[src/rtl/fifo_sample_unpacker_pkg.sv]
// Capture-word layout and read-side FSM encoding shared by the ADC FIFO writer and reader.
package fifo_sample_unpacker_pkg;

    localparam int OR_BIT           = 31;
    localparam int TRIG_BIT         = 30;
    localparam int SAMPLE2_LSB      = 20;
    localparam int SAMPLE1_LSB      = 10;
    localparam int SAMPLE0_LSB      = 0;
    localparam int SAMPLES_PER_WORD = 3;
    localparam int BYTES_PER_WORD   = 4;
    localparam int LAYOUT_SAMPLE_W  = 10;

    localparam logic [2:0] WORD_BYTES  = 3'(BYTES_PER_WORD);
    localparam logic [2:0] LAST_BYTE   = 3'(BYTES_PER_WORD - 1);
    localparam logic [1:0] LAST_SAMPLE = 2'(SAMPLES_PER_WORD - 1);

    typedef enum logic [1:0] {
        IDLE,
        FETCH,
        EMIT,
        DONE
    } state_t;

    function automatic logic [LAYOUT_SAMPLE_W-1:0] sample_slice(input logic [31:0] word,
                                                               input logic [1:0]  idx);
        logic [LAYOUT_SAMPLE_W-1:0] s;
        s = '0;
        case (idx)
            2'd0:    s = word[SAMPLE0_LSB +: LAYOUT_SAMPLE_W];
            2'd1:    s = word[SAMPLE1_LSB +: LAYOUT_SAMPLE_W];
            2'd2:    s = word[SAMPLE2_LSB +: LAYOUT_SAMPLE_W];
            default: s = '0;
        endcase
        return s;
    endfunction

endpackage

[src/rtl/fifo_sample_unpacker_byte_assembler.sv]
// Issues FIFO reads and shifts bytes MSB-first into a 32-bit capture word.
module fifo_byte_assembler
    import fifo_sample_unpacker_pkg::*;
(
    input  logic        clk_100mhz,
    input  logic        reset_i,
    input  logic        fetch_en,
    input  logic        word_ready,
    output logic        fifo_read_fifoen,
    input  logic        fifo_read_fifoempty,
    input  logic [7:0]  fifo_read_data,
    output logic [31:0] word,
    output logic        word_valid,
    output logic        word_done
);

    logic [2:0] byte_cnt;
    logic       pending;
    logic [2:0] in_flight;

    always_comb begin
        in_flight        = byte_cnt + {2'b00, pending};
        fifo_read_fifoen = fetch_en && !fifo_read_fifoempty && (in_flight < WORD_BYTES);
        // Last byte lands this cycle; lets the FSM enter EMIT as the word completes.
        word_done        = pending && (byte_cnt == LAST_BYTE);
    end

    always_ff @(posedge clk_100mhz) begin
        if (reset_i) begin
            byte_cnt   <= '0;
            pending    <= 1'b0;
            word       <= '0;
            word_valid <= 1'b0;
        end else begin
            pending <= fifo_read_fifoen;
            if (pending) begin
                word     <= {word[23:0], fifo_read_data};
                byte_cnt <= byte_cnt + 3'd1;
                if (byte_cnt == LAST_BYTE)
                    word_valid <= 1'b1;
            end
            if (word_ready) begin
                byte_cnt   <= '0;
                word_valid <= 1'b0;
            end
        end
    end

endmodule

[src/rtl/fifo_sample_unpacker.sv]
// Reads capture words from the ADC FIFO and streams them as 10-bit samples.
// Optional UNPACK_OR_COUNT_EN adds or_count_o, a saturating count of overrange samples.
module fifo_sample_unpacker
    import fifo_sample_unpacker_pkg::*;
#(
    parameter int SAMPLE_W = 10,
    parameter int CNT_W    = 32
) (
    input  logic                clk_100mhz,
    input  logic                reset_i,
    input  logic                start_i,
    input  logic [CNT_W-1:0]    max_samples_i,
    output logic                fifo_read_fifoen,
    input  logic                fifo_read_fifoempty,
    input  logic [7:0]          fifo_read_data,
    output logic [SAMPLE_W-1:0] sample_o,
    output logic                sample_or_o,
    output logic                sample_trig_o,
    output logic                sample_valid_o,
    input  logic                sample_ready_i,
    output logic                busy_o,
    output logic                done_o,
`ifdef UNPACK_OR_COUNT_EN
    output logic [CNT_W-1:0]    or_count_o,
`endif
    output logic [CNT_W-1:0]    samples_out_o
);

    state_t             state_q, state_d;
    logic [CNT_W-1:0]   max_q;
    logic [CNT_W-1:0]   count_next;
    logic [1:0]         idx_q;
    logic [31:0]        word;
    logic               word_valid;
    logic               word_done;
    logic               word_ready;
    logic               handshake;

    fifo_byte_assembler u_assembler (
        .clk_100mhz          (clk_100mhz),
        .reset_i             (reset_i),
        .fetch_en            (state_q == FETCH),
        .word_ready          (word_ready),
        .fifo_read_fifoen    (fifo_read_fifoen),
        .fifo_read_fifoempty (fifo_read_fifoempty),
        .fifo_read_data      (fifo_read_data),
        .word                (word),
        .word_valid          (word_valid),
        .word_done           (word_done)
    );

    always_ff @(posedge clk_100mhz) begin
        if (reset_i)
            state_q <= IDLE;
        else
            state_q <= state_d;
    end

    always_comb begin
        state_d        = state_q;
        word_ready     = 1'b0;
        sample_valid_o = (state_q == EMIT) && word_valid;
        handshake      = sample_valid_o && sample_ready_i;
        count_next     = samples_out_o + CNT_W'(1);
        busy_o         = (state_q != IDLE);
        done_o         = (state_q == DONE);
        sample_o       = '0;
        sample_or_o    = 1'b0;
        sample_trig_o  = 1'b0;
        if (state_q == EMIT) begin
            sample_o      = sample_slice(word, idx_q);
            sample_or_o   = word[OR_BIT];
            sample_trig_o = word[TRIG_BIT];
        end
        case (state_q)
            IDLE:  if (start_i) state_d = (max_samples_i == '0) ? DONE : FETCH;
            FETCH: if (word_done) state_d = EMIT;
            EMIT: begin
                if (handshake) begin
                    // Reaching the count drops any samples left in the word.
                    if (count_next == max_q) begin
                        state_d    = DONE;
                        word_ready = 1'b1;
                    end else if (idx_q == LAST_SAMPLE) begin
                        state_d    = FETCH;
                        word_ready = 1'b1;
                    end
                end
            end
            DONE:    state_d = IDLE;
            default: state_d = IDLE;
        endcase
    end

    always_ff @(posedge clk_100mhz) begin
        if (reset_i) begin
            max_q         <= '0;
            samples_out_o <= '0;
            idx_q         <= '0;
        end else begin
            if (state_q == IDLE && start_i) begin
                max_q         <= max_samples_i;
                samples_out_o <= '0;
                idx_q         <= '0;
            end
            if (handshake) begin
                samples_out_o <= count_next;
                idx_q         <= (idx_q == LAST_SAMPLE) ? 2'd0 : idx_q + 2'd1;
            end
        end
    end

`ifdef UNPACK_OR_COUNT_EN
    always_ff @(posedge clk_100mhz) begin
        if (reset_i)
            or_count_o <= '0;
        else if (state_q == IDLE && start_i)
            or_count_o <= '0;
        else if (handshake && sample_or_o && or_count_o != '1)
            or_count_o <= or_count_o + CNT_W'(1);
    end
`endif

endmodule

[config.mk]
export PLATFORM = sky130hd
export DESIGN_NAME = fifo_sample_unpacker
export DESIGN_NICKNAME = d
export VERILOG_FILES = /design/src/rtl/fifo_sample_unpacker_pkg.sv /design/src/rtl/fifo_sample_unpacker_byte_assembler.sv /design/src/rtl/fifo_sample_unpacker.sv
export SDC_FILE = /design/constraint.sdc
export NUM_CORES = 1
export LEC_CHECK = 0
export ABC_AREA = 0
export BUFFER_PORTS_ARGS = -buffer_cell sky130_fd_sc_hd__clkbuf_2
export CAP_MARGIN = 20
export CORE_ASPECT_RATIO = 0.7
export CORE_MARGIN = 5
export CORE_UTILIZATION = 34
export DETAILED_ROUTE_END_ITERATION = 10
export PLACE_DENSITY = 0.61
export SLEW_MARGIN = 20
export SYNTH_ARGS = -nofsm -noshare
export SYNTH_HDL_FRONTEND = slang
export SYNTH_SLANG_ARGS = --single-unit
[constraint.sdc]
create_clock -name clk_100mhz -period 3.55 [get_ports clk_100mhz]
set_input_delay 0.71 -clock clk_100mhz [delete_from_list [all_inputs] [get_ports clk_100mhz]]
set_output_delay 0.71 -clock clk_100mhz [all_outputs]
set_load 0.01 [all_outputs]
==> results of run 1 <==
## routing by layer
layer,GRT usage (%),share of wire [%]
met2,22.24,39
met3,4.235,7.7
met4,2.776,1.1
met5,0,0
met1,26.81,53
## cell type report
type / count / area share (%)
multi-input combinational: 560 / 50.51
inverter: 1 / 0.05728
timing repair buffer: 107 / 8.784
clock inverter: 7 / 0.8211
clock buffer: 9 / 3.437
sequential: 105 / 32.10
tap: 225 / 4.296
## stage by stage
step / hold WS (ns) / utilization [%] / worst slack [ns]
6_report: 0.4676 / 40.32 / 0.5549
4_1_cts: 0.4707 / 40.32 / 0.5729
3_3_place_gp: 0.4582 / 38.61 / 0.6562
5_1_grt: 0.4938 / 40.32 / 0.3391
3_5_place_dp: 0.4595 / 38.61 / 0.5941
2_1_floorplan: 0.4422 / - / 0.8049
## worst min-delay path: stages (launching register included)
cell and delay, ns:
dfxtp_1 0.32, nand2_1 0.05, a21oi_1 0.05
## Yosys cell counts (2+ instances only)
library cell / instances
a21oi_1: 80
nand4_2: 2
o21a_1: 2
nor2b_1: 7
or2_2: 2
nand2b_1: 5
and4_1: 3
nor2_1: 103
nand3_1: 15
and3_1: 8
o31ai_1: 2
buf_2: 11
dfxtp_1: 105
buf_1: 4
mux2i_1: 44
clkbuf_1: 35
nand4_1: 16
nand3b_1: 2
xnor2_1: 26
a311oi_1: 8
a211oi_1: 5
or4_1: 3
nor3_1: 15
ha_1: 3
and3_2: 3
and2_1: 5
nor4_1: 21
nand2_1: 94
o21ai_0: 25
xor2_1: 19
a31oi_1: 12
or3_1: 6
## where the power goes
part           leakage, nW  total [mW]  switching [mW]  internal [mW]
Sequential           0.852        1.23          0.0275           1.21
Combinational         1.48       0.234           0.137         0.0971
Clock                0.134       0.958           0.474          0.484
## state kept, by name, indices dropped and copies added, names as in the netlist
name	cells
u_assembler.word	32
max_q	32
u_assembler.pending	1
idx_q	2
samples_out_o	32
state_q	2
u_assembler.word_valid	1
u_assembler.byte_cnt	3
## worst paths after layout
| check | end | depth (start not counted) | slack [ns] | startpoint |
|---|---|---|---|---|
| worst max-delay path | u_assembler.byte_cnt[2] | 9 | 0.55 | samples_out_o[0] |
| worst min-delay path | max_q[5] | 2 | 0.47 | max_q[5] |
| worst max register to register | u_assembler.byte_cnt[2] | 9 | 0.55 | samples_out_o[0] |
| worst min register to register | max_q[5] | 2 | 0.47 | max_q[5] |
## cells by family after synthesis
kind of cell	count (synthesis)	synth area share [%]
compound gates	148	15.41
xor+xnor	45	7.014
fa+ha+maj	3	0.6681
buf+inv	52	3.741
flops	105	37.41
mux	45	8.038
simple gates	319	27.72
==> metrics.csv, run 1 <==
stage,metric,value,unit
finish,nets,832,
placed_design,postPlaceCellArea,6274,µm²
timing,rsz0062_at_grt,false,
critical_path,end_kind,register,
critical_path,crit_path_cell_trace,ha_1 -> nand3_2 -> or4_4 -> or3_1 -> xnor2_1 -> a211oi_2 -> nand4_2 -> o21ai_2 -> a211oi_1,
cts,path_clk_slew,0.08,ns
finish,multi_input_comb_area,3309,µm²
global_route,grt_overflow_total,0,
die,core_area,16250,µm²
synthesis,synth_cells,717,
finish,area_growth,16.61,%
finish,layout_common_cells,"dfxtp_1, nor2_1, nand2_1",
timing,period_minus_slack,2.995,ns
timing,relSlewSlack,48.07,%
synthesis,synth_edf_count,0,
finish,diodes,0,
pwr,cellLeakagePower,2.470,nW
timing,finalHoldViolations,0,
cts,numCtsBuffers,9,
cts,postCtsHoldBufs,0,
critical_path,start_kind,register,
critical_path,crit_required,3.75,ns
global_route,grt_pass1_wl,26030,µm
pwr,p_per_area,370.2,nW/µm²
placed_design,numPortBuffers,92,
timing,totalNegativeSetupSlack,0,ns
synthesis,synth_seq_cells,105,
detailed_routing,routed_via_density,5.185,
cts,post_cts_buffers,0,
detailed_routing,drt_first_iter_violations,531,
status,status,"finished, final reports clean",
critical_path,cp_top_family,simple AND/OR/NAND/NOR gates,
finish,ff_latch_area,2103,µm²
die,num_io_pins,93,
critical_path,crit_slowest_cell,or4_4,
placed_design,routabilityCongestion,0.9149,
synthesis,synth_fp_nets,765,
finish,final_common_cell,dfxtp_1,
synthesis,ys_seq_area_share,37.41,%
die,die-area,19240,µm²
detailed_routing,drc,0,
finish,n_fill_cell,1706,
finish,drive_above_1_share,18.25,%
detailed_routing,vias,5258,
timing,final_max_slew_viol_count,0,
synthesis,synth_top_flop_cell,dfxtp_1,
cts,cts_tree,done,
critical_path,slowest_delay,0.57,ns
synthesis,ys_types,58,
global_route,antenna_found_initial,0,
synthesis,avgSynthCellArea,7.837,µm²
timing,fmax,0.3339,GHz
run,drv_cap,0,
critical_path,cp.buffers_inverters,0,
die,die_y,117.6,µm
finish,stdcell_count,1014,
synthesis,synth_area_leaders,"dfxtp_1, mux2i_1, a21oi_1",
cts,htree_levels,3,
synthesis,yosys.area.top_type,dfxtp_1,
placed_design,placedCellCount,998,
detailed_routing,ant_nets,0,
cts,cts_root_buffer,clkbuf_16,
timing,worst_slew_pin_slew,0.7774,ns
pwr,power,2.426,mW
detailed_routing,drt_first_pass_iters,5,
cts,cts.path.max_buffers,2,
timing,finalSetupViolCount,0,
synthesis,synth-async-reset-ratio,0,%
synthesis,synth_area,5619,µm²
die,die_w,163.7,µm
placed_design,place_hpwl,12040,µm
detailed_routing,wirelength,16280,µm
hold_path,min_path_type,register to register,
cts,cts_resized,0,
die,row_count,39,
timing,fin_crit_sh,84.37,%
finish,design_area,6553,µm²
global_route,grt_max_degree,52,
synthesis,yosysWarnings,0,
critical_path,cp_data_arrival_time,3.20,ns
detailed_routing,wl_per_cell,16.05,µm
critical_path,crit_path_max_fanout,10,
pwr,ir_worst_vdd,0.2362,mV
timing,worst_clock_skew,0.01325,ns
critical_path,critPathKind,register to register,
cts,cts.sinks,105,
synthesis,synth_top_area_share,37.41,%
global_route,grt_pass1_vias,4697,
global_route,track_usage,16.69,%
die,initial_utilization,34.58,%
cts,insertion_delay,0.35,ns
(Power assumes the default switching activity.)
==> run 2, diff against run 1 <==
==> constraint.sdc (replaced) <==
create_clock -name clk_100mhz -period 3 [get_ports clk_100mhz]
set_input_delay 0.6 -clock clk_100mhz [delete_from_list [all_inputs] [get_ports clk_100mhz]]
set_output_delay 0.6 -clock clk_100mhz [all_outputs]
set_load 0.01 [all_outputs]
==> run 2 against run 1 <==
Effect of this change: total power is 26% higher; sequential power is 19% higher; highest routed layer unchanged; largest cell class unchanged; critical endpoint unchanged; combinational power is 19% higher; critical path type unchanged; flip-flop and latch count stayed put.
==> metrics.csv, run 2 (synthesis results as in run 1) <==
stage,metric,value,unit,change
timing,period_minus_slack,2.787,ns,-0.2083 ns
cts,cts.sinks,105,,unchanged
detailed_routing,ant_nets,0,,unchanged
timing,fin_crit_sh,92.89,%,+8.5 points
die,die_y,117.6,µm,unchanged
global_route,grt_max_degree,54,,+3.8%
global_route,grt_pass1_vias,5031,,+7.1%
detailed_routing,vias,5447,,+3.6%
cts,htree_levels,3,,unchanged
die,die-area,19240,µm²,unchanged
global_route,antenna_found_initial,0,,unchanged
placed_design,numPortBuffers,92,,unchanged
global_route,grtUsageMet2,24.43,%,+2.2 points
global_route,grt_overflow_total,0,,unchanged
finish,drive_above_1_share,20.17,%,+1.9 points
cts,cts.path.max_buffers,2,,unchanged
critical_path,cp_top_family,simple AND/OR/NAND/NOR gates,,
cts,path_clk_slew,0.07,ns,about the same
detailed_routing,drt_first_iter_violations,522,,-1.7%
finish,n_fill_cell,1704,,-0.12%
timing,totalNegativeSetupSlack,0,ns,unchanged
pwr,power,3.048,mW,+26%
critical_path,crit_path_cell_trace,nand4_1 -> nor3_4 -> a31oi_1 -> or4_1 -> nor4_2 -> nand4_2 -> o21ai_2 -> a211oi_1,,
critical_path,end_kind,register,,
cts,insertion_delay,0.35,ns,about the same
global_route,use_met1,27.19,%,+0.37 points
placed_design,routabilityCongestion,0.8823,,-3.6%
finish,multi_input_comb_area,3309,µm²,unchanged
finish,ff_latch_area,2103,µm²,unchanged
global_route,track_usage,17.49,%,+0.80 points
cts,cts_tree,done,,
timing,finalHoldViolations,0,,unchanged
critical_path,start_kind,register,,
critical_path,crit_path_max_fanout,10,,unchanged
global_route,busiest_layer,met1,,
finish,largestRegisters,"max_q (32), samples_out_o (32), u_assembler.word (32)",,
finish,diodes,0,,unchanged
status,status,"finished, final reports clean",,
finish,nets,851,,+2.3%
detailed_routing,drc,0,,unchanged
die,die_w,163.7,µm,unchanged
hold_path,min_path_type,register to register,,
detailed_routing,wl_per_cell,16.35,µm,+1.8%
pwr,p_per_area,450.9,nW/µm²,+22%
timing,final_max_slew_viol_count,0,,unchanged
timing,fmax,0.3588,GHz,+7.5%
die,initial_utilization,34.58,%,unchanged
global_route,grt_pass1_wl,27480,µm,+5.5%
pwr,ir_worst_vdd,0.2535,mV,+7.3%
detailed_routing,routed_via_density,5.273,,+1.7%
die,core_area,16250,µm²,unchanged
timing,worst_clock_skew,0.008472,ns,-0.004782 ns
critical_path,slowest_delay,0.55,ns,-0.02 ns
critical_path,crit_slowest_cell,or4_1,,
critical_path,cp.buffers_inverters,0,,unchanged
cts,cts_root_buffer,clkbuf_16,,
detailed_routing,drt_first_pass_iters,5,,unchanged
timing,finalSetupViolCount,0,,unchanged
critical_path,crit_required,3.21,ns,-0.54 ns
critical_path,cp_data_arrival_time,2.99,ns,-0.21 ns
cts,cts_resized,0,,unchanged
finish,area_growth,20.28,%,
critical_path,critPathKind,register to register,,
timing,worst_slew_pin_slew,0.6247,ns,-0.1527 ns
cts,postCtsHoldBufs,0,,unchanged
cts,post_cts_buffers,0,,unchanged
die,num_io_pins,93,,unchanged
placed_design,place_hpwl,12260,µm,+1.7%
finish,layout_common_cells,"dfxtp_1, nor2_1, nand2_1",,
pwr,cellLeakagePower,2.592,nW,+4.9%
run,drv_cap,0,,unchanged
finish,final_common_cell,dfxtp_1,,
die,row_count,39,,unchanged
timing,relSlewSlack,58.36,%,+10 points
global_route,met3_usage,4.025,%,-0.21 points
detailed_routing,wirelength,16890,µm,+3.7%
cts,numCtsBuffers,9,,unchanged
## run 2: changes by cell type in the layout (fill, tap and decap cells not counted), sizes merged
cell      previous run  this run
buf                 16        35
inv                  4         1
bufinv               0         2
clkbuf             100       101
clkinv               2         1
clkinvlp             2         3
## run 2: worst min-delay path, stage by stage, from the launching register on
cell     delay, ns
dfxtp_1       0.32
nand2_1       0.05
a21oi_1       0.05
## run 2: layout make-up
type,count,share of cell area [%]
Tap cell,225,4.165
Timing Repair Buffer,126,10.81
Sequential cell,105,31.12
Multi-Input combinational cell,560,48.96
Clock inverter,6,1.351
Inverter,1,0.05554
Clock buffer,10,3.536
## run 2: path summary, 6_finish.rpt
| path | from | to | slack [ns] | cells past startpoint |
|---|---|---|---|---|
| worst max-delay path | samples_out_o[2] | u_assembler.byte_cnt[2] | 0.21 | 8 |
| worst min-delay path | max_q[18] | max_q[18] | 0.47 | 2 |
| worst max register to register | samples_out_o[2] | u_assembler.byte_cnt[2] | 0.21 | 8 |
| worst min register to register | max_q[18] | max_q[18] | 0.47 | 2 |
## run 2: where the power goes
part	switching, mW	internal [mW]	total (mW)
combinational	0.164	0.114	0.278
sequential	0.0328	1.43	1.46
clock	0.554	0.756	1.31
## run 2: per-layer routing
metal | vias to the layer above | wire length, µm
li1 | 2724 | -
met5 | - | 0
met1 | 2541 | 8764
met3 | 12 | 1180
met4 | 0 | 157
met2 | 170 | 6782
## run 2: per-stage QoR
stage                     utilization, %  setup slack, ns  instance area, µm²  hold WS (ns)  cells
after floorplan                        -           0.2549                5619        0.4422    717
after global placement             39.47           0.3390                6414        0.4595   1015
after detailed placement           39.47           0.2406                6414        0.4600   1015
after CTS                          41.50           0.2152                6744        0.4626   1031
after global routing               41.60         -0.02605                6759        0.4713   1033
final                              41.60           0.2132                6759        0.4682   1033
